===== config.mk =====
export PLATFORM = sky130hd
export DESIGN_NAME = alu_sliced
export DESIGN_NICKNAME = d
export VERILOG_FILES = /design/src/rtl/alu_sliced.sv
export SDC_FILE = /design/constraint.sdc
export NUM_CORES = 1
export LEC_CHECK = 0
export ABC_AREA = 1
export CORE_MARGIN = 2
export CORE_UTILIZATION = 49
export DETAILED_ROUTE_END_ITERATION = 10
export PLACE_DENSITY = 0.8
export SLEW_MARGIN = 5
export SYNTH_ARGS = -nofsm -noshare
export SYNTH_HDL_FRONTEND = slang
export SYNTH_SLANG_ARGS = --single-unit

===== constraint.sdc =====
create_clock -name CLK -period 3.13 [get_ports CLK]
set_input_delay 0.626 -clock CLK [delete_from_list [all_inputs] [get_ports CLK]]
set_output_delay 0.626 -clock CLK [all_outputs]
set_load 0.005 [all_outputs]

===== src/rtl/alu_sliced.sv =====
// Multi-cycle sliced ALU: WIDTH-bit operands processed SLICE bits per clock,
// LSB slice first, through a carry-chained slice datapath with START/BUSY/DONE.
//
// state | meaning
// IDLE  | waiting for START; result registers hold the last completion
// RUN   | one slice per clock, cnt selects the slice, carry chains between slices
// FIN   | DONE pulse; START here is accepted back-to-back
module alu_sliced #(
  parameter int WIDTH = 16,
  parameter int SLICE = 4
) (
  input  logic             CLK,
  input  logic             RST,
  input  logic             START,
  input  logic [2:0]       FUNC,
  input  logic [WIDTH-1:0] A,
  input  logic [WIDTH-1:0] B,
  input  logic             C_IN,
  output logic             BUSY,
  output logic             DONE,
  output logic [WIDTH-1:0] OUT,
  output logic             C_OUT,
  output logic             Z,
  output logic             V
);

  localparam int N  = WIDTH / SLICE;
  localparam int CW = (N > 1) ? $clog2(N) : 1;
  localparam logic [CW-1:0] LAST = CW'(N - 1);

  localparam logic [2:0] F_SUB  = 3'b000;
  localparam logic [2:0] F_XOR  = 3'b001;
  localparam logic [2:0] F_PASA = 3'b010;
  localparam logic [2:0] F_PASB = 3'b011;
  localparam logic [2:0] F_ADD  = 3'b100;
  localparam logic [2:0] F_AND  = 3'b101;
  localparam logic [2:0] F_OR   = 3'b110;

  typedef enum logic [1:0] {IDLE, RUN, FIN} state_t;

  state_t           state;
  logic [WIDTH-1:0] a_q;
  logic [WIDTH-1:0] b_q;
  logic [WIDTH-1:0] acc;
  logic [2:0]       func_q;
  logic             carry;
  logic [CW-1:0]    cnt;

  logic [SLICE-1:0] a_s;
  logic [SLICE-1:0] b_s;
  logic [SLICE-1:0] x_s;
  logic [SLICE-1:0] y_s;
  logic [SLICE-1:0] res_s;
  logic [SLICE:0]   sum_s;
  logic             carry_nxt;
  logic [WIDTH-1:0] acc_nxt;
  logic             is_sub;
  logic             is_add;
  logic             v_nxt;
  logic             c_nxt;
  int               idx;

  // SUB is formed as ~(B + ~A + carry) so both arithmetic modes share one adder.
  always_comb begin
    idx    = int'(cnt) * SLICE;
    a_s    = a_q[idx +: SLICE];
    b_s    = b_q[idx +: SLICE];
    is_sub = (func_q == F_SUB);
    is_add = (func_q == F_ADD);
    x_s    = is_sub ? b_s : a_s;
    y_s    = is_sub ? ~a_s : b_s;
    sum_s  = {1'b0, x_s} + {1'b0, y_s} + {{SLICE{1'b0}}, carry};
    carry_nxt = sum_s[SLICE];
    case (func_q)
      F_SUB:   res_s = ~sum_s[SLICE-1:0];
      F_XOR:   res_s = a_s ^ b_s;
      F_PASA:  res_s = a_s;
      F_PASB:  res_s = b_s;
      F_ADD:   res_s = sum_s[SLICE-1:0];
      F_AND:   res_s = a_s & b_s;
      F_OR:    res_s = a_s | b_s;
      default: res_s = b_s;
    endcase
    acc_nxt = acc;
    acc_nxt[idx +: SLICE] = res_s;
  end

  // Flags are only meaningful on the last slice, when acc_nxt holds the full result.
  always_comb begin
    v_nxt = 1'b0;
    if (is_add)
      v_nxt = (a_q[WIDTH-1] == b_q[WIDTH-1]) && (acc_nxt[WIDTH-1] != a_q[WIDTH-1]);
    else if (is_sub)
      v_nxt = (a_q[WIDTH-1] != b_q[WIDTH-1]) && (acc_nxt[WIDTH-1] != a_q[WIDTH-1]);
    c_nxt = (is_add || is_sub) && carry_nxt;
  end

  always_ff @(posedge CLK) begin
    if (RST) begin
      state  <= IDLE;
      BUSY   <= 1'b0;
      DONE   <= 1'b0;
      OUT    <= '0;
      C_OUT  <= 1'b0;
      Z      <= 1'b0;
      V      <= 1'b0;
      cnt    <= '0;
      carry  <= 1'b0;
      acc    <= '0;
      a_q    <= '0;
      b_q    <= '0;
      func_q <= '0;
    end else begin
      DONE <= 1'b0;
      case (state)
        IDLE, FIN: begin
          if (START) begin
            a_q    <= A;
            b_q    <= B;
            func_q <= FUNC;
            carry  <= C_IN;
            cnt    <= '0;
            BUSY   <= 1'b1;
            state  <= RUN;
          end else begin
            BUSY  <= 1'b0;
            state <= IDLE;
          end
        end
        RUN: begin
          acc   <= acc_nxt;
          carry <= carry_nxt;
          cnt   <= cnt + 1'b1;
          if (cnt == LAST) begin
            OUT   <= acc_nxt;
            C_OUT <= c_nxt;
            Z     <= (acc_nxt == '0);
            V     <= v_nxt;
            cnt   <= '0;
            BUSY  <= 1'b0;
            DONE  <= 1'b1;
            state <= FIN;
          end
        end
        default: begin
          BUSY  <= 1'b0;
          state <= IDLE;
        end
      endcase
    end
  end

endmodule


After elaboration in Yosys (flattened, before gate mapping):

Index checks and enable logic that the tools add are counted.
W data, S select, Z words.

* flip-flop bits (word level): 77
* latch bits: 0
* memory bits (writable): 0
* ROM bits: 0
* input port bits: 39
* output and inout port bits: 21
* word-level logic and storage cells: 71
* memories kept: 0

* add/sub/neg operators: 4
* $mul: 0
* divide/modulo/power cells: 0
* magnitude comparators: 0
* equal/unequal tests: 13
* shifts and indexed selects: 4
* muxes and demuxes: 18
* bitwise operators: 6
* reduce and logical (&&, ||, !) cells: 13

Operator list (number)
* $neg A4 Y33: 1
* $shift A4 B33 Y16 const A: 1
* $shiftx A4 B33 Y16: 1
* $shiftx A16 B5 Y4: 2
* $pmux W4 S6: 1
* $bwmux W16: 1
* $logic_not A16 Y1: 1
* $eq A3 B3 Y1 const B: 3
* $mux W4: 2
* $not A4 Y4: 2
* $pmux W2 S2: 2
* $mux W1: 7
* $mux W2: 3
* $reduce_and A2 Y1: 3
* $add A4 B4 Y5: 1
* $add A5 B1 Y5: 1
* $and A4 B4 Y4: 1
* $eq A2 B2 Y1 const B: 2
* $ne A2 B2 Y1 const B: 2
* $or A4 B4 Y4: 1
* $pmux W1 S2: 2
* $reduce_or A2 Y1: 2
* $xor A4 B4 Y4: 1
* $eq A3 B1 Y1 const B: 1
* other kinds (11): 14

Longest topological paths before layout:

Gate-level depths: netlist of run 1.

* word-level depth: 13
* mapped depth: 25
* gate-level depth less buffers: 23

Worst setup path after synthesis of run 1:

OpenSTA, ideal clock, no wires.

* kind: register to register
* start point: reg func_q[1]
* end point: reg Z
* setup time: 0.067 ns
* arrival: 3.083 ns
* path slack: -0.020 ns
* cell stages (with the launch flop): 22
* cells stage by stage: dfxtp_1 > nor2_1 > nand2_1 > inv_1 > clkbuf_1 > o21ai_0 > fa_1 > inv_1 > fa_1 > nand3_1 > o21ai_0 > nor2_1 > nand3_1 > nand3_1 > nand2_1 > inv_1 > nand3_1 > nor2_1 > nand2_1 > nor2_1 > nand2_1 > a21oi_2

* longest elaborated chain between the ends: 9
* elaborated cells on any way between the ends: 15
* those cells by class: add/sub (2); eq/ne (5); shift (1); mux (4); bitwise (1); reduce/logical (2)

Ends and longest elaborated chain
* start: declaration: line 45 `logic [2:0] func_q;`
* start signal: assignment: line 112 `func_q <= '0;`
* start signal: assignment: line 120 `func_q <= FUNC;`
* $logic_not A3 Y1: line 68, 74
* $mux W4, on equally long branches: line 70, 71
* $add A4 B4 Y5: line 72 `sum_s = {1'b0, x_s} + {1'b0, y_s} + {{SLICE{1'b0}}, carry};`
* $add A5 B1 Y5: line 72
* $not A4 Y4: line 75 `F_SUB: res_s = ~sum_s[SLICE-1:0];`
* $pmux W4 S6 (*): line 74 `case (func_q)`
* $shiftx A4 B33 Y16 (*): line 85 `acc_nxt[idx +: SLICE] = res_s;`
* $bwmux W16 (*): line 85
* $logic_not A16 Y1 (*): line 137 `Z <= (acc_nxt == '0);`
* end signal: assignment: line 137
* end: declaration: line 23 `output logic Z,`

Mark *: on every way between the ends. The rest lies on a longest branch, timed or not.
A chain may end at the register's enable or synchronous reset.

Worst setup path after layout of run 1:

* start point: reg cnt[0]
* end point: reg Z

* longest elaborated chain between the ends: 10
* elaborated cells on any way between the ends: 19
* those cells by class: add/sub (3); eq/ne (1); shift (4); mux (4); bitwise (5); reduce/logical (2)

Ends and longest elaborated chain
* start: declaration: line 47 `logic [CW-1:0] cnt;`
* start signal: assignment: line 133 `cnt <= cnt + 1'b1;`
* $shiftx A16 B5 Y4: line 66 `a_s = a_q[idx +: SLICE];`
* $not A4 Y4: line 71 `y_s = is_sub ? ~a_s : b_s;`
* $mux W4: line 71
* $add A4 B4 Y5: line 72
* $add A5 B1 Y5: line 72
* $not A4 Y4: line 75
* $pmux W4 S6: line 74
* $shiftx A4 B33 Y16: line 85
* $bwmux W16: line 85
* $logic_not A16 Y1: line 137

Parallel ways exist; a longest one is shown, timed or not.

==> results.md, run 1 <==
* Run status: finished, final reports clean
* Ratio of total power to cell area at 537 nW/µm²
* Cts hold-fix bufs at 0
* Inserted Clock Buffers at 9
* Startpoint types: flip-flop
* NumNets Final at around 740
* Synthesized flop and latch total at 77
* Clock Skews at between 0.009 and 0.01 ns
* Worst EP arrival at ~3.3 ns
* Slowest library cell on the worst path: fa_2
* First-iteration detailed-routing DRC count at about 240
* Synth async-reset ratio at 0
* Largest net degree at the start of global routing at 64
* Fin cells at 787
* Clk root buf: clkbuf_8
* Die height at between 90 and 100 µm
* MaxCap Viol Count at 0
* Number of routed nets with antenna violations at 0
* Max Root-Sink Buffers at 2
* R2R Path Start: cnt[0]
* Gr usage total at 0.247
* Vias in the first global route at between 3,000 and 4,000
* Residual DRC at 0
* Setup tns final at 0 ns
* Primary FF master, synth: dfxtp_1
* Netlist cell types at 33
* # clock sinks at 77
* Share of cells above drive strength 1 at 0.106
* Gp weighted congestion at ~0.9
* WP data required at roughly 3.4 ns
* CP top delay family: simple AND/OR/NAND/NOR gates
* Chip width at approximately 96 µm
* Synth Area per Inst at 6.75 µm²
* Tcrit/Tclk final at 0.958
* CORE AREA at 8180 µm²
* Post-Place Worst Slack at between 0.015 and 0.02 ns
* Final core utilization at 0.630
* H-Tree Depth at 3
* Initial Util at 0.505
* Fmax at 0.334 GHz
* Pre-antenna DRT Iters at 4
* Initial antenna violation count at 0
* Hold Path Cell Cnt at 1
* CP Buf/Inv Count at 4
* Vias at 4,106
* Fin crit period at between 2 and 3 ns
* Vias per cell at between 5 and 6
* Final WS setup at 0.132 ns
* R2R depth at 22
* Inserted Diodes at 0
* WL per Instance at between 10 and 15 µm
* Post-synth EDFFs at 0
* Placed cells at 770
* Lkg Pwr at about 2.4 nW
* Fin Hold WS at ~0.47 ns
* Critical-path cell list: buf_4 -> nand2_1 -> nand3_1 -> nand2_2 -> inv_2 -> o21ai_2 -> fa_2 -> inv_2 -> fa_2 -> nand3_2 -> o21ai_0 -> nor2_1 -> nand3_1 -> nand4_1 -> nand2_1 -> inv_2 -> nand2_2 -> nor2_2 -> nand2_1 -> nor2_1 -> nand2_1 -> a21oi_2
* CTS tree: yes
* Skew-Pair Late Insertion Delay at 0.35 ns
* Sequential-to-total area share from yosys stat at 0.373
* Hold Path Class: reg -> reg
* Slew at the pin with the worst max-slew slack at roughly 0.54 ns
* Clock transition at path regs at 0.09 ns
* Type of the worst setup path: reg -> reg
* Min-delay src: BUSY
* # IOs at 60
* RSZ-0062 raised after global routing: yes
* DIE AREA at ~9200 µm²
* First-pass GRT wire length at about 18 mm
* Layout area overhead at 24.7%
* R2R Path End: Z
* Worst Hold Path EP: BUSY
* Gr ovfl total at 0
* Setup crit end kind: flip-flop
* # rows at 33
* Maximum VDD drop at approximately 0.34 mV
* Slowest stage delay, CP at ~0.44 ns
* Port bufs at a little under 60
* Syn_nets at 670
* Worst R2R Setup Slack at about 0.13 ns
* Relative slew slack at 0.642
* Mapped Cells at between 600 and 700
* Synth warn at 0
* Fill cells at about 730
* Crit-path most repeated cell: nand2_1
* Crit-path max FO at 7
* HPWL after DPL at approximately 7.8 mm
* Mapped cell area at ~4100 µm²
* Fin. max-slew vios at 0
* Final Hold Viols at 0
* WL final at approximately 11 mm
* Final setup fails at 0
[cell usage in the layout, fill, tap and decap left out, types with 3 or more instances in the layout]
cell type	Yosys	routed
nand3_1	42	41
nor2_1	110	108
dfxtp_1	77	75
ha_1	17	16
inv_1	70	66
nand2_2	2	4
o211ai_1	16	16
nand2_1	127	125
clkdlybuf4s50_1	0	59
a21oi_1	13	12
clkbuf_8	0	9
nor2_2	4	6
buf_4	1	21
inv_2	2	6
nand3_2	2	3
nand4_1	15	15
o21ai_0	64	59
o21ai_2	0	3
[sequential cells by signal, summed over array words and instances, names as in the netlist]
register and cells:
OUT 16, a_q 16, acc 16, b_q 16, func_q 3, cnt 2, state 2, BUSY 1
C_OUT 1, DONE 1, V 1, Z 1, carry 1
[Yosys cell counts (5+ instances only)]
| cell type | n | area, µm² |
|---|---|---|
| a21oi_1 | 13 | 65.1 |
| buf_6 | 5 | 56.3 |
| clkbuf_1 | 19 | 71.3 |
| dfxtp_1 | 77 | 1540 |
| ha_1 | 17 | 213 |
| inv_1 | 70 | 263 |
| nand2_1 | 127 | 477 |
| nand3_1 | 42 | 210 |
| nand4_1 | 15 | 93.8 |
| nor2_1 | 110 | 413 |
| o211ai_1 | 16 | 120 |
| o21ai_0 | 64 | 320 |
[worst max path at each step]
stage	startpoint	end	slack, ns	cells after the start
floorplan	func_q[1]	Z	0.09	21
global placement	cnt[0]	Z	0.12	22
detailed placement	cnt[0]	Z	0.02	20
CTS	cnt[0]	Z	0.03	23
global route	cnt[0]	Z	-0.08	22
finish	cnt[0]	Z	0.13	22
[worst reg2reg max path, stage by stage, from the launching register on]
cell and delay, ns:
dfxtp_4 0.41, buf_4 0.16, nand2_1 0.05, nand3_1 0.10
nand2_2 0.09, inv_2 0.07, o21ai_2 0.06, fa_2 0.35
inv_2 0.07, fa_2 0.44, nand3_2 0.09, o21ai_0 0.09
nor2_1 0.12, nand3_1 0.12, nand4_1 0.12, nand2_1 0.08
inv_2 0.07, nand2_2 0.06, nor2_2 0.10, nand2_1 0.05
nor2_1 0.09, nand2_1 0.07, a21oi_2 0.11
[cell families (layout without fill, tap and decap cells)]
| family | Yosys count | in the layout | share of synthesized area |
|---|---|---|---|
| buffers and inverters | 103 | 173 | 0.105 |
| xor gates and xnor gates | 3 | 3 | 0.00636 |
| DFF | 77 | 77 | 0.373 |
| adders and majority gates | 19 | 19 | 0.0612 |
| AOI/OAI and AO/OA | 100 | 100 | 0.135 |
| and+or+nand+nor | 310 | 310 | 0.319 |
[per-stage QoR]
stage | area [µm²] | total power, mW
finish | 5150 | 2.77
global route | 5150 | 2.95
CTS | 5090 | 2.73
detailed placement | 4870 | 1.91
global placement | 4870 | 1.89
floorplan | 4130 | 1.65
[metal layers]
| layer | vias to the layer above | GRT usage | wire length [µm] |
|---|---|---|---|
| li1 | 2093 | - | - |
| met1 | 1896 | 0.320 | 4990 |
| met2 | 109 | 0.411 | 5030 |
| met3 | 8 | 0.0509 | 533 |
| met4 | 0 | 0.0786 | 100 |
| met5 | - | 0 | 0 |
[layout make-up]
type                    count  area [µm²]  area share
clock buffers              11         131      0.0255
well taps                 105         131      0.0255
clock inverters             5        83.8      0.0163
repair buffers             81         759       0.147
inverters                  76         298      0.0578
flip-flops and latches     77        1550       0.301
multi-input cells         432        2200       0.427
[power by group]
group	internal (mW)	leakage [nW]	switching [mW]	total [mW]
clock network	0.453	0.100	0.377	0.830
logic	0.340	1.67	0.484	0.824
registers	1.06	0.636	0.0498	1.11
[timing repair]
item | 4_1_cts | 5_1_grt
gates resized for setup | 2 | 29
endpoints found under the setup margin | 1 | 17
pin swaps | 0 | 4
buffers inserted | 0 | 1
Power figures use the tool's default switching activity.
==> run 2, diff against run 1 <==
--- a/config.mk
+++ b/config.mk
@@ -9,7 +9,8 @@
 export CORE_MARGIN = 2
 export CORE_UTILIZATION = 49
 export DETAILED_ROUTE_END_ITERATION = 10
-export PLACE_DENSITY = 0.8
+export GPL_TIMING_DRIVEN = 0
+export PLACE_DENSITY = 0.76
 export SLEW_MARGIN = 5
 export SYNTH_ARGS = -nofsm -noshare
 export SYNTH_HDL_FRONTEND = slang
==> results.md, run 2 (synthesis gave the netlist of run 1 again) <==
* Number of routed nets with antenna violations at 0 (unchanged)
* Initial Util at 0.505 (unchanged)
* First-iteration detailed-routing DRC count at 213 (-9.4%)
* Port bufs at 59 (unchanged)
* Worst EP arrival at 3.42 ns (+0.12 ns)
* WP depth at 24 (+9.1%)
* Worst R2R Setup Slack at 0.007 ns (-0.13 ns)
* # clock sinks at 77 (unchanged)
* Most frequent cells in the layout: nand2_1 (119), nor2_1 (104), dfxtp_1 (73), inv_1 (63), clkdlybuf4s50_1 (59)
* R2R Path End: Z
* Cts hold-fix bufs at 0 (unchanged)
* Critical-path cell list: buf_6 -> clkinvlp_4 -> nand2_4 -> inv_2 -> buf_8 -> nand2_2 -> o21ai_2 -> fa_2 -> inv_2 -> fa_2 -> nand3_2 -> buf_6 -> nand2_4 -> inv_2 -> nand2_2 -> nor2_2 -> nor2_2 -> nand4_1 -> nand2_1 -> nor2_1 -> nand2_1 -> nor2_1 -> nand2_1 -> a21oi_2
* Gate power share at 0.327 (+0.029)
* Max Root-Sink Buffers at 2 (unchanged)
* Type of the worst setup path: reg -> reg
* Layout area overhead at 31.0%
* Run status: finished, final reports clean
* Maximum VDD drop at 0.311 mV (-8.2%)
* Critical path origin: func_q[2]
* Design Area, Final at 5410 µm² (+5.0%)
* Gp weighted congestion at 0.935 (+3.1%)
* Clock Skews at 0.0120 ns (+0.00221 ns)
* Final setup fails at 0 (unchanged)
* RSZ-0062 raised after global routing: yes
* CP top delay family: simple AND/OR/NAND/NOR gates
* First-pass GRT wire length at 18.0 mm (+0.73%)
* WL final at 11.5 mm (+7.9%)
* Hold Path Class: reg -> reg
* HPWL after DPL at 8.13 mm (+3.8%)
* WP data required at 3.42 ns (about the same)
* Chip width at 95.8 µm (unchanged)
* Tcrit/Tclk final at 0.998 (+0.0400)
* Slowest library cell on the worst path: fa_2
* Gr usage total at 0.255 (+0.00800)
* Slew at the pin with the worst max-slew slack at 0.657 ns (+0.120 ns)
* DIE AREA at 9180 µm² (unchanged)
* WL per Instance at 14.1 µm (+3.9%)
* H-Tree Depth at 3 (unchanged)
* Setup crit end kind: flip-flop
* Register share of total power at 0.398 (-0.004)
* Gr ovfl total at 0 (unchanged)
* CP Buf/Inv Count at 7 (+3)
* CTS tree: yes
* Vias per cell at 5.28 (+1.2%)
* Skew-Pair Late Insertion Delay at 0.36 ns (about the same)
* Share of cells above drive strength 1 at 0.145 (+0.0391)
* Critical Path End: Z
* Sw frac at 0.344 (+0.0146)
* Pre-antenna DRT Iters at 5 (+1)
* Fin Hold WS at 0.478 ns (+0.0107 ns)
* Vias in the first global route at 3,879 (-0.10%)
* Crit-path max FO at 10 (+3)
* Commonest non-fill, non-tap cell in the layout: nand2_1
* Ratio of total power to cell area at 517 nW/µm² (-3.6%)
* Post-placement cell area at 4850 µm² (-0.23%)
* Fin crit period at 3.12 ns (+0.125 ns)
* Lkg Pwr at 2.52 nW (+4.8%)
* Die height at 95.8 µm (unchanged)
* Inserted Diodes at 0 (unchanged)
* Residual DRC at 0 (unchanged)
* Fmax at 0.320 GHz (-4.0%)
* Vias at 4,314 (+5.1%)
* R2R Path Start: func_q[2]
* Slowest stage delay, CP at 0.44 ns (about the same)
* R2R depth at 24 (+9.1%)
* Final core utilization at 0.662 (+0.0315)
* Inserted Clock Buffers at 9 (unchanged)
* Relative slew slack at 0.562 (-0.0800)
* Largest net degree at the start of global routing at 14 (-78%)
* Fin. max-slew vios at 0 (unchanged)
* Final Hold Viols at 0 (unchanged)
* MaxCap Viol Count at 0 (unchanged)
* P_int at 1.84 mW (-1.0%)
* # IOs at 60 (unchanged)
* # rows at 33 (unchanged)
* Startpoint types: flip-flop
* CORE AREA at 8180 µm² (unchanged)
* Initial antenna violation count at 0 (unchanged)
* Clock transition at path regs at 0.09 ns (about the same)
* NumNets Final at 765 (+4.1%)
* Clock Power Share at 0.275 (-0.025)
* Clk root buf: clkbuf_8
* NetSw at 0.963 mW (+5.7%)
run 2: worst min path at each step:
stage	to	cells after the start	startpoint	slack (ns)
floorplan	b_q[12]	2	b_q[12]	0.45
global route	Z	2	Z	0.49
detailed placement	BUSY	1	BUSY	0.46
finish	OUT[8]	2	OUT[8]	0.48
CTS	BUSY	1	BUSY	0.48
global placement	BUSY	1	BUSY	0.45
run 2: power by group through the flow:
stage	combinational [mW]	sequential (mW)	clock, mW
after floorplan	0.530	1.12	0
final	0.916	1.11	0.771
after detailed placement	0.770	1.13	0
after global placement	0.752	1.13	0
after global routing	1.02	1.12	0.822
after CTS	0.823	1.11	0.778
run 2: layer usage:
layer  routed length, µm  share of wire  vias to the layer above  global-route usage
met5                   0              0                        -                   0
met4                 365          0.032                        0               0.118
met3                 728          0.063                       30              0.0454
met2                5230           0.46                      164               0.410
met1                5170           0.45                     1965               0.332
li1                    -              -                     2155                   -
run 2: what timing repair did:
item                       4_1_cts  5_1_grt
buffers inserted                 9       18
hold endpoints to repair         0        0
setup endpoints to repair       19       13
gates resized for setup         32       34
pin swaps                        9       29
run 2: area by class of cell:
type,count,area (µm²)
Multi-Input combinational cell,432,2260
Inverter,76,309
Buffer,25,144
Sequential cell,77,1550
Fill cell,709,2770
Clock buffer,11,141
Tap cell,105,131
Clock inverter,5,60.1
Timing Repair Buffer,86,815
run 2: worst reg2reg max path: cells and delay by family, from the launching register on:
kind                       cells  cell delay, ns
buffers and inverters          7            0.64
adders and majority gates      2            0.77
and+or+nand+nor               13            1.12
DFF                            1            0.33
AOI/OAI and AO/OA              2            0.19
run 2: through the flow:
stage	total power, mW	worst slack, ns	std cells	setup TNS (ns)
2_1_floorplan	1.65	0.0869	612	0
3_3_place_gp	1.88	-0.446	776	-3.35
3_5_place_dp	1.90	-0.506	776	-4.38
4_1_cts	2.71	0.000182	800	0
5_1_grt	2.96	-0.207	817	-0.341
6_report	2.80	0.00656	817	0
==> run 3, diff against run 2 <==
--- a/config.mk
+++ b/config.mk
@@ -7,11 +7,12 @@
 export LEC_CHECK = 0
 export ABC_AREA = 1
 export CORE_MARGIN = 2
-export CORE_UTILIZATION = 49
+export CORE_UTILIZATION = 57
 export DETAILED_ROUTE_END_ITERATION = 10
+export DONT_BUFFER_PORTS = 1
 export GPL_TIMING_DRIVEN = 0
-export PLACE_DENSITY = 0.76
-export SLEW_MARGIN = 5
+export PLACE_DENSITY = 0.75
+export SLEW_MARGIN = 20
 export SYNTH_ARGS = -nofsm -noshare
 export SYNTH_HDL_FRONTEND = slang
 export SYNTH_SLANG_ARGS = --single-unit
==> results.md, run 3 (synthesis gave the netlist of run 1 again) <==
* Run status: finished, final reports clean
* Type of the worst setup path: reg -> reg
* Clock transition at path regs at 0.08 ns (about the same)
* NetSw at 0.958 mW (-0.51%)
* Final setup fails at 0 (unchanged)
* WL final at 11.2 mm (-2.2%)
* Gp weighted congestion at 0.957 (+2.4%)
* Gr ovfl total at 0 (unchanged)
* Sw frac at 0.366 (+0.0222)
* CORE AREA at 7140 µm² (-13%)
* Max Root-Sink Buffers at 2 (unchanged)
* Tcrit/Tclk final at 0.991 (-0.00661)
* Hold Path Cell Cnt at 1 (-1)
* # clock sinks at 77 (unchanged)
* DIE AREA at 7950 µm² (-13%)
* WL per Instance at 15.1 µm (+7.4%)
* Clock Power Share at 0.257 (-0.018)
* Crit-path most repeated cell: nor2_2
* Lkg Pwr at 2.25 nW (-11%)
* WP data required at 3.42 ns (about the same)
* First-iteration detailed-routing DRC count at 241 (+13%)
* Clk root buf: clkbuf_8
* H-Tree Depth at 3 (unchanged)
* Die height at 89.1 µm (-7.0%)
* Clock Skews at 0.00776 ns (-0.00424 ns)
* RSZ-0062 raised after global routing: yes
* Startpoint types: flip-flop
* Worst EP arrival at 3.40 ns (-0.02 ns)
* Register share of total power at 0.427 (+0.029)
* Residual DRC at 0 (unchanged)
* Most frequent cells in the layout: nand2_1 (109), nor2_1 (103), dfxtp_1 (74), inv_1 (64), o21ai_0 (57)
* Slowest stage delay, CP at 0.53 ns (+0.09 ns)
* Pre-antenna DRT Iters at 5 (unchanged)
* MaxCap Viol Count at 0 (unchanged)
* Ratio of total power to cell area at 549 nW/µm² (+6.2%)
* Fin. max-slew vios at 0 (unchanged)
* Chip width at 89.1 µm (-7.0%)
* Cts hold-fix bufs at 0 (unchanged)
* Slew at the pin with the worst max-slew slack at 0.666 ns (+0.00876 ns)
* # IOs at 60 (unchanged)
* Crit-path max FO at 6 (-4)
* Initial Util at 0.579 (+0.0735)
* CTS tree: yes
* Critical-path cell list: buf_8 -> nor2_2 -> nor2_2 -> o21ai_1 -> and2_4 -> nand2_1 -> o21ai_2 -> fa_2 -> inv_2 -> fa_2 -> nand3b_1 -> nand2_2 -> inv_1 -> nand2_1 -> nor2_2 -> nor2_2 -> nand4_1 -> nand2_2 -> nor2_2 -> nand2_1 -> nor2_1 -> nand2_1 -> a21oi_2
* Setup crit end kind: flip-flop
* Post-Place Worst Slack at -0.610 ns (-0.104 ns)
* Gate power share at 0.317 (-0.010)
* Relative slew slack at 0.556 (-0.00584)
* Fin crit period at 3.10 ns (-0.0207 ns)
* Post-placement cell area at 4260 µm² (-12%)
* Share of cells above drive strength 1 at 0.164 (+0.0197)
* P_int at 1.66 mW (-9.7%)
* Fmax at 0.322 GHz (+0.67%)
* Gr usage total at 0.287 (+0.0322)
* Initial antenna violation count at 0 (unchanged)
* Inserted Diodes at 0 (unchanged)
* Number of routed nets with antenna violations at 0 (unchanged)
* Vias in the first global route at 3,611 (-6.9%)
* Maximum VDD drop at 0.368 mV (+18%)
* HPWL after DPL at 8.10 mm (-0.38%)
* Largest net degree at the start of global routing at 14 (unchanged)
* NumNets Final at 698 (-8.8%)
* Hold Path Class: in -> reg
* # rows at 31 (-6.1%)
* Commonest non-fill, non-tap cell in the layout: nand2_1
* Layout area overhead at 15.3%
* R2R depth at 23 (-4.2%)
* Vias per cell at 5.38 (+2.0%)
* Final Hold Viols at 0 (unchanged)
* First-pass GRT wire length at 17.2 mm (-4.3%)
* Inserted Clock Buffers at 9 (unchanged)
* Skew-Pair Late Insertion Delay at 0.36 ns (about the same)
* Port bufs at 0 (-100%)
* Vias at 4,006 (-7.1%)
* Slowest library cell on the worst path: fa_2
* Final WS setup at 0.0272 ns (+0.0207 ns)
* Design Area, Final at 4760 µm² (-12%)
* Fill cells at 702 (-0.99%)
-- run 3: path summary, 6_finish.rpt --
kind	slack (ns)	start	to
max	0.03	cnt[0]	Z
min	0.34	RST	state[0]
max reg2reg	0.03	cnt[0]	Z
min reg2reg	0.49	V	V
-- run 3: stage by stage --
stage | util | power (mW) | TNS, ns | hold WS [ns] | cells
finish | 0.667 | 2.62 | 0 | 0.341 | 744
global route | 0.667 | 2.76 | -0.338 | 0.336 | 744
CTS | 0.642 | 2.54 | 0 | 0.334 | 737
detailed placement | 0.596 | 1.83 | -6.11 | 0.471 | 711
global placement | 0.596 | 1.81 | -4.89 | 0.462 | 711
floorplan | - | 1.65 | 0 | 0.449 | 612
-- run 3: worst max-delay path: cells and delay by family (launching register included) --
kind,cells,cell delay (ns)
adders and majority gates,2,0.74
and+or+nand+nor,15,1.44
DFF,1,0.33
AOI/OAI and AO/OA,3,0.26
buffers and inverters,3,0.24
-- run 3: metal layers --
layer | routed length (µm) | track usage | vias up
li1 | - | - | 2022
met1 | 4990 | 0.385 | 1823
met2 | 5090 | 0.457 | 142
met3 | 934 | 0.0674 | 19
met4 | 216 | 0.0950 | 0
met5 | 0 | 0 | -
-- run 3: power groups by stage --
stage	combinational, mW	clock (mW)	sequential (mW)
2_1_floorplan	0.530	0	1.12
3_3_place_gp	0.680	0	1.13
3_5_place_dp	0.693	0	1.14
4_1_cts	0.753	0.676	1.11
5_1_grt	0.926	0.712	1.13
6_report	0.829	0.671	1.12
-- run 3: cell type report --
cell class	count	area, µm²	area share
clock buffers	11	131	0.0276
inverters	76	309	0.0649
repair buffers	18	143	0.0299
plain buffers	26	158	0.0331
flip-flops and latches	77	1550	0.325
well taps	99	124	0.0260
multi-input cells	432	2310	0.486
clock inverters	5	37.5	0.00788
-- run 3: repair_timing --
action,in CTS,in global routing
cloned,0,0
resized for setup,32,44
hold endpoints to repair,0,0
pin swaps,6,23
setup buffers,11,7
endpoints found under the setup margin,23,14
